==> src/rtl/mavg_pkg.sv <==
// Shared types and helpers for the parametrised moving-average filter.
package mavg_pkg;

    localparam int DEF_DATA_W         = 10;
    localparam int DEF_MIN_LOG2_DEPTH = 1;
    localparam int DEF_MAX_LOG2_DEPTH = 4;
    localparam int SUM_W              = DEF_DATA_W + DEF_MAX_LOG2_DEPTH;

    typedef enum logic [2:0] {
        CLEAR,
        IDLE,
        READ,
        UPDATE,
        OUT
    } state_t;

    // Window log2 grows with win_sel but is capped at the buffer depth.
    function automatic int win_log2(input logic [1:0] sel, input int min_l2, input int max_l2);
        int sum_l2;
        sum_l2 = min_l2 + int'(sel);
        return (sum_l2 > max_l2) ? max_l2 : sum_l2;
    endfunction

endpackage

==> src/rtl/mavg_edge_sync.sv <==
// Two-flop synchroniser for the pin-level sample strobe, plus a delay flop
// that turns each rising edge into a single-cycle pulse.
module mavg_edge_sync (
    input  logic clk,
    input  logic rst_n,
    input  logic strobe_in,
    output logic rise
);

    logic s1;
    logic s2;
    logic s3;

    always_ff @(posedge clk or negedge rst_n) begin
        if (!rst_n) begin
            s1 <= 1'b0;
            s2 <= 1'b0;
            s3 <= 1'b0;
        end else begin
            s1 <= strobe_in;
            s2 <= s1;
            s3 <= s2;
        end
    end

    assign rise = s2 & ~s3;

endmodule

==> src/rtl/mavg_filter_param.sv <==
// Boxcar moving average over a runtime-selectable power-of-two window.
// Define MAVG_ROUND_EN to round half up (saturating) instead of truncating.
module mavg_filter_param
    import mavg_pkg::*;
#(
    parameter int DATA_W         = DEF_DATA_W,
    parameter int MIN_LOG2_DEPTH = DEF_MIN_LOG2_DEPTH,
    parameter int MAX_LOG2_DEPTH = DEF_MAX_LOG2_DEPTH
) (
    input  logic              clk,
    input  logic              rst_n,
    input  logic              ena,
    input  logic [DATA_W-1:0] data_in,
    input  logic              strobe_in,
    input  logic [1:0]        win_sel,
    output logic [DATA_W-1:0] data_out,
    output logic              strobe_out,
    output logic              busy
);

    localparam int DEPTH    = 1 << MAX_LOG2_DEPTH;
    localparam int PTR_W    = MAX_LOG2_DEPTH;
    localparam int SUM_BITS = DATA_W + MAX_LOG2_DEPTH;

    state_t state;
    state_t state_next;

    logic                rise;
    logic [DATA_W-1:0]   sample_mem [DEPTH];
    logic [SUM_BITS-1:0] sum;
    logic [SUM_BITS-1:0] sum_next;
    logic [PTR_W-1:0]    wr_ptr;
    logic [PTR_W-1:0]    rd_ptr;
    logic [PTR_W-1:0]    clr_cnt;
    logic [1:0]          win_sel_r;
    logic [DATA_W-1:0]   new_r;
    logic [DATA_W-1:0]   old_r;
    logic [DATA_W-1:0]   avg;
    logic [PTR_W:0]      n_full;
    int                  log2n;

    logic                mem_we;
    logic [PTR_W-1:0]    mem_waddr;
    logic [DATA_W-1:0]   mem_wdata;

    mavg_edge_sync u_edge_sync (
        .clk       (clk),
        .rst_n     (rst_n),
        .strobe_in (strobe_in),
        .rise      (rise)
    );

    always_comb begin
        log2n    = win_log2(win_sel_r, MIN_LOG2_DEPTH, MAX_LOG2_DEPTH);
        n_full   = (PTR_W+1)'(1) << log2n;
        sum_next = sum + SUM_BITS'(new_r) - SUM_BITS'(old_r);
    end

`ifdef MAVG_ROUND_EN
    logic [SUM_BITS:0] half;
    logic [SUM_BITS:0] rnd_sum;
    logic [SUM_BITS:0] rnd_shift;

    // One extra bit keeps the rounding add from wrapping before the clamp.
    always_comb begin
        half      = (SUM_BITS+1)'(1) << (log2n - 1);
        rnd_sum   = {1'b0, sum} + half;
        rnd_shift = rnd_sum >> log2n;
        if (rnd_shift > {{(SUM_BITS+1-DATA_W){1'b0}}, {DATA_W{1'b1}}}) begin
            avg = '1;
        end else begin
            avg = DATA_W'(rnd_shift);
        end
    end
`else
    always_comb begin
        avg = DATA_W'(sum >> log2n);
    end
`endif

    always_ff @(posedge clk or negedge rst_n) begin
        if (!rst_n) begin
            state <= CLEAR;
        end else if (ena) begin
            state <= state_next;
        end
    end

    always_comb begin
        state_next = state;
        case (state)
            CLEAR:   if (&clr_cnt) state_next = IDLE;
            IDLE: begin
                if (win_sel != win_sel_r) begin
                    state_next = CLEAR;
                end else if (rise) begin
                    state_next = READ;
                end
            end
            READ:    state_next = UPDATE;
            UPDATE:  state_next = OUT;
            OUT:     state_next = IDLE;
            default: state_next = CLEAR;
        endcase
    end

    assign busy = (state == CLEAR);

    // Datapath registers advance only with the FSM; strobe_out is a single registered pulse.
    always_ff @(posedge clk or negedge rst_n) begin
        if (!rst_n) begin
            sum        <= '0;
            wr_ptr     <= '0;
            rd_ptr     <= '0;
            clr_cnt    <= '0;
            win_sel_r  <= '0;
            new_r      <= '0;
            old_r      <= '0;
            data_out   <= '0;
            strobe_out <= 1'b0;
        end else begin
            strobe_out <= 1'b0;
            if (ena) begin
                case (state)
                    CLEAR: begin
                        sum     <= '0;
                        clr_cnt <= clr_cnt + 1'b1;
                        if (&clr_cnt) wr_ptr <= '0;
                    end
                    IDLE: begin
                        if (win_sel != win_sel_r) begin
                            win_sel_r <= win_sel;
                            clr_cnt   <= '0;
                        end else if (rise) begin
                            new_r  <= data_in;
                            rd_ptr <= wr_ptr - PTR_W'(n_full);
                        end
                    end
                    READ: begin
                        old_r <= sample_mem[rd_ptr];
                    end
                    UPDATE: begin
                        sum    <= sum_next;
                        wr_ptr <= wr_ptr + 1'b1;
                    end
                    OUT: begin
                        data_out   <= avg;
                        strobe_out <= 1'b1;
                    end
                    default: ;
                endcase
            end
        end
    end

    always_comb begin
        mem_we    = ena && ((state == CLEAR) || (state == UPDATE));
        mem_waddr = (state == CLEAR) ? clr_cnt : wr_ptr;
        mem_wdata = (state == CLEAR) ? '0 : new_r;
    end

    // Sample buffer carries no reset; CLEAR zeroes it after every reset or window change.
    always_ff @(posedge clk) begin
        if (mem_we) begin
            sample_mem[mem_waddr] <= mem_wdata;
        end
    end

endmodule

==> config.mk <==
export PLATFORM = sky130hd
export DESIGN_NAME = mavg_filter_param
export DESIGN_NICKNAME = d
export VERILOG_FILES = /design/src/rtl/mavg_pkg.sv /design/src/rtl/mavg_edge_sync.sv /design/src/rtl/mavg_filter_param.sv
export SDC_FILE = /design/constraint.sdc
export NUM_CORES = 1
export LEC_CHECK = 0
export CAP_MARGIN = 20
export CORE_ASPECT_RATIO = 1.1
export CORE_UTILIZATION = 45
export DETAILED_ROUTE_END_ITERATION = 12
export PLACE_DENSITY = 0.69
export SYNTH_ARGS = -nofsm -noshare
export SYNTH_HDL_FRONTEND = slang
export SYNTH_HIERARCHICAL = 1
export SYNTH_SLANG_ARGS = --single-unit
export TNS_END_PERCENT = 10
==> constraint.sdc <==
create_clock -name clk -period 6 [get_ports clk]
set_clock_uncertainty 0.1 [all_clocks]
set_input_delay 1.5 -clock clk [delete_from_list [all_inputs] [get_ports clk]]
set_output_delay 1.5 -clock clk [all_outputs]
set_load 0.03 [all_outputs]
==> impl_results.md <==
* Setup WS pre-CTS at 1720 ps
* DRT iter0 DRCs at 434
* Logic pwr share at 43.9%
* Peak supply drop at 295 µV
* Count of final max-slew check failures at 0
* Placed Cells at 971
* Required time of the critical path at 4400 ps
* Via count at 5,723
* Hold Path Cell Cnt at 0
* Flop pwr share at 34.6%
* Synthesis-to-layout area growth at 13.1%
* Share of layout cells above drive strength 1 at 15.5%
* Core region area at 0.0224 mm²
* Power density over the cells at 557 mW/mm²
* Post-Synthesis Cells at 665
* Worst Setup EP: busy
* Cells along the critical path: or3_1, inv_1, clkdlybuf4s50_1
* Syn_nets at 716
* CTS tree: done
* H-tree Lvls at 1
* Worst skew pair latency at 520 ps
* Non-Filler Instances at 1,016
* Via/cell ratio at 5.63
* Die footprint at 0.0237 mm²
* Drt total wl at 21,500 µm
* CP bufs+invs at 2
* Congestion Overflow GR at 0
* Pint at 4.11 mW
* CTS resizes at 0
* Kind of critical path: reg -> out
* Worst-Margin Slew at 936 ps
* Die width at 147 µm
* Crit end category: primary output
* Status: finished clean
* Crit path time final at 4070 ps
* Crit-path slowest cell: clkdlybuf4s50_1
* RSZ-0062 raised after global routing: no
* Sink Count at 225
* Static Leak at 4.42 nW
* Final setup viols at 0
* Worst reg2reg startpoint: sum[6]
* Critical Path Stages at 3
* Max Cap Viol at 0
* Cts bufs inserted at 23
* Async S/R FF share, synth at 28.9%
* Post-synth EDFFs at 160
* Clock transition at path regs at 60 ps
* Post-Syn Area at 0.0104 mm²
* Clock root buffer: clkbuf_16
* Critical path's top delay family: buffers and inverters
* CP max FO at 11
* Startpoint types: flop
* Vias in the first global route at 5,936
* Gp weighted congestion at 0.868
* Register area share after synthesis at 61.9%
* Initial antenna violation count at 0
* Switch Pwr at 2.44 mW
* Slew margin rel. at 37.3%
* Primary FF master, synth: edfxtp_1
* Clock power share at 21.6%
* Top Ports at 28
* Reg2reg path depth at 10
* Largest net degree at the start of global routing at 42
* CP Launch Point: state[1]
* Net count reported at finish at 755
* Hold buffers post-CTS at 0
* Synth Area per Inst at 15.6 µm²
* Crit path DAT at 2470 ps
* Distinct cells, synth at 50
* First-pass GRT wire length at 33,800 µm
* Antenna Nets Post-Route at 0
* Synthesized flop and latch total at 225
* Site Rows at 57
* CP max stage delay at 700 ps
* Chip height at 161 µm
* F_max at 0.246 GHz
* TNS Setup at 0 ps
* Reg2reg setup slack at 2760 ps
* Setup Fix Bufs, Post-CTS at 0
* N_diodes at 0
* Gr usage total at 18.8%
* Post-route setup slack at 1930 ps
* CTS max path bufs at 3
* Mean routed wirelength per cell at 21.1 µm
* Worst min-delay path class: reg -> reg
* Period utilization at 67.9%
* Worst R2R End: sum[13]
* Buffers on Ports at 27
* Final hold violation count at 0
* Warnings, synthesis at 6
* Dpl hpwl at 15,100 µm
* Number of remaining DRC errors at 0
* Drt pass-1 iters at 5
* Initial Util at 46.4%
* Sw frac at 37.3%
-- cells in the final DEF (no fill, tap or decap), types with 2 or more instances in the layout --
cell type / instances
nand3_1: 9
and3_1: 5
mux2i_1: 13
o21a_1: 2
buf_6: 2
inv_1: 56
o221ai_1: 2
nand2_1: 34
a21oi_1: 17
xnor2_1: 7
xor2_1: 13
clkinv_2: 5
clkbuf_8: 2
clkinvlp_4: 5
o21bai_1: 4
buf_4: 13
mux2_4: 10
edfxtp_1: 160
ha_1: 24
a221oi_1: 2
nor3_1: 8
a22o_1: 3
clkbuf_1: 2
mux2_2: 14
mux4_1: 31
nand4_1: 3
clkbuf_16: 24
clkdlybuf4s50_1: 26
nor2_1: 52
or2_2: 2
a31oi_1: 6
a21o_1: 7
or3_1: 3
fa_1: 11
dfrtp_1: 64
o21ai_0: 31
mux4_2: 25
nand3b_1: 4
-- state kept, by name, summed over array words and instances, names as in the netlist --
name,flops
strobe_out,1
u_edge_sync/s3,1
data_out,10
new_r,10
u_edge_sync/s1,1
win_sel_r,2
u_edge_sync/s2,1
sum,14
sample_mem,160
old_r,10
rd_ptr,4
clr_cnt,4
wr_ptr,4
state,3
-- cell type report --
cell class	instances	area (µm²)
Sequential cell	225	6430
Multi-Input combinational cell	356	3600
Clock buffer	28	636
Fill cell	1796	10600
Inverter	56	210
Timing Repair Buffer	42	385
Tap cell	295	369
Clock inverter	14	125
-- layer usage --
metal / track usage, % / routed length [µm] / vias to the layer above
met5: 0 / 0 / -
met4: 6.84 / 724 / 0
met3: 3.59 / 1230 / 45
met2: 31.3 / 10400 / 215
met1: 24.6 / 9140 / 2875
li1: - / - / 2588
-- per-stage QoR --
step / hold slack, ps / total power, mW / util [%] / cell area [µm²]
after floorplan: 231 / 4.39 / - / 10400
after global placement: 237 / 5.06 / 49.0 / 11000
after detailed placement: 236 / 5.15 / 49.0 / 11000
after CTS: 249 / 6.57 / 52.4 / 11700
after global routing: 262 / 6.97 / 52.5 / 11800
final: 246 / 6.55 / 52.5 / 11800
-- cell usage after synthesis, types with 4 or more instances --
library cell	instances	area, µm²
mux2i_1	13	130
a21oi_1	17	85.1
mux4_1	31	815
ha_1	24	300
a31oi_1	6	37.5
nor2_1	52	195
clkbuf_1	12	45.0
xnor2_1	7	61.3
nor3_1	8	40.0
mux2_4	10	150
mux2_2	14	158
inv_1	56	210
o21bai_1	4	30.0
edfxtp_1	160	4800
o21ai_0	31	155
fa_1	11	220
nand3_1	9	45.0
nand3b_1	4	30.0
dfrtp_1	65	1630
a21o_1	7	52.6
nand2_1	34	128
and3_1	5	31.3
buf_2	7	35.0
mux4_2	25	563
xor2_1	13	114
-- cell families (layout without fill, tap and decap cells) --
kind of cell,after synthesis,after routing,synth area share [%]
flops,225,225,61.9
simple gates,127,127,5.59
mux,93,93,17.5
buf+inv,84,140,3.56
compound gates,80,80,4.77
fa+ha+maj,35,35,5.01
xor+xnor,20,20,1.69
other cells,1,1,0.0361
-- worst min-delay path by stage --
stage	to	slack [ps]	from
after floorplan	u_edge_sync/s2	230	u_edge_sync/s1
after global routing	u_edge_sync/s2	260	u_edge_sync/s1
after CTS	u_edge_sync/s2	250	u_edge_sync/s1
final	u_edge_sync/s2	250	u_edge_sync/s1
after detailed placement	u_edge_sync/s2	240	u_edge_sync/s1
after global placement	u_edge_sync/s2	240	u_edge_sync/s1
-- power groups by stage --
stage | sequential (mW) | clock [mW] | combinational [mW]
6_report | 2.26 | 1.41 | 2.87
5_1_grt | 2.30 | 1.49 | 3.18
4_1_cts | 2.27 | 1.43 | 2.87
3_5_place_dp | 2.30 | 0 | 2.86
3_3_place_gp | 2.28 | 0 | 2.78
2_1_floorplan | 2.24 | 0 | 2.15
Power figures use the tool's default switching activity.
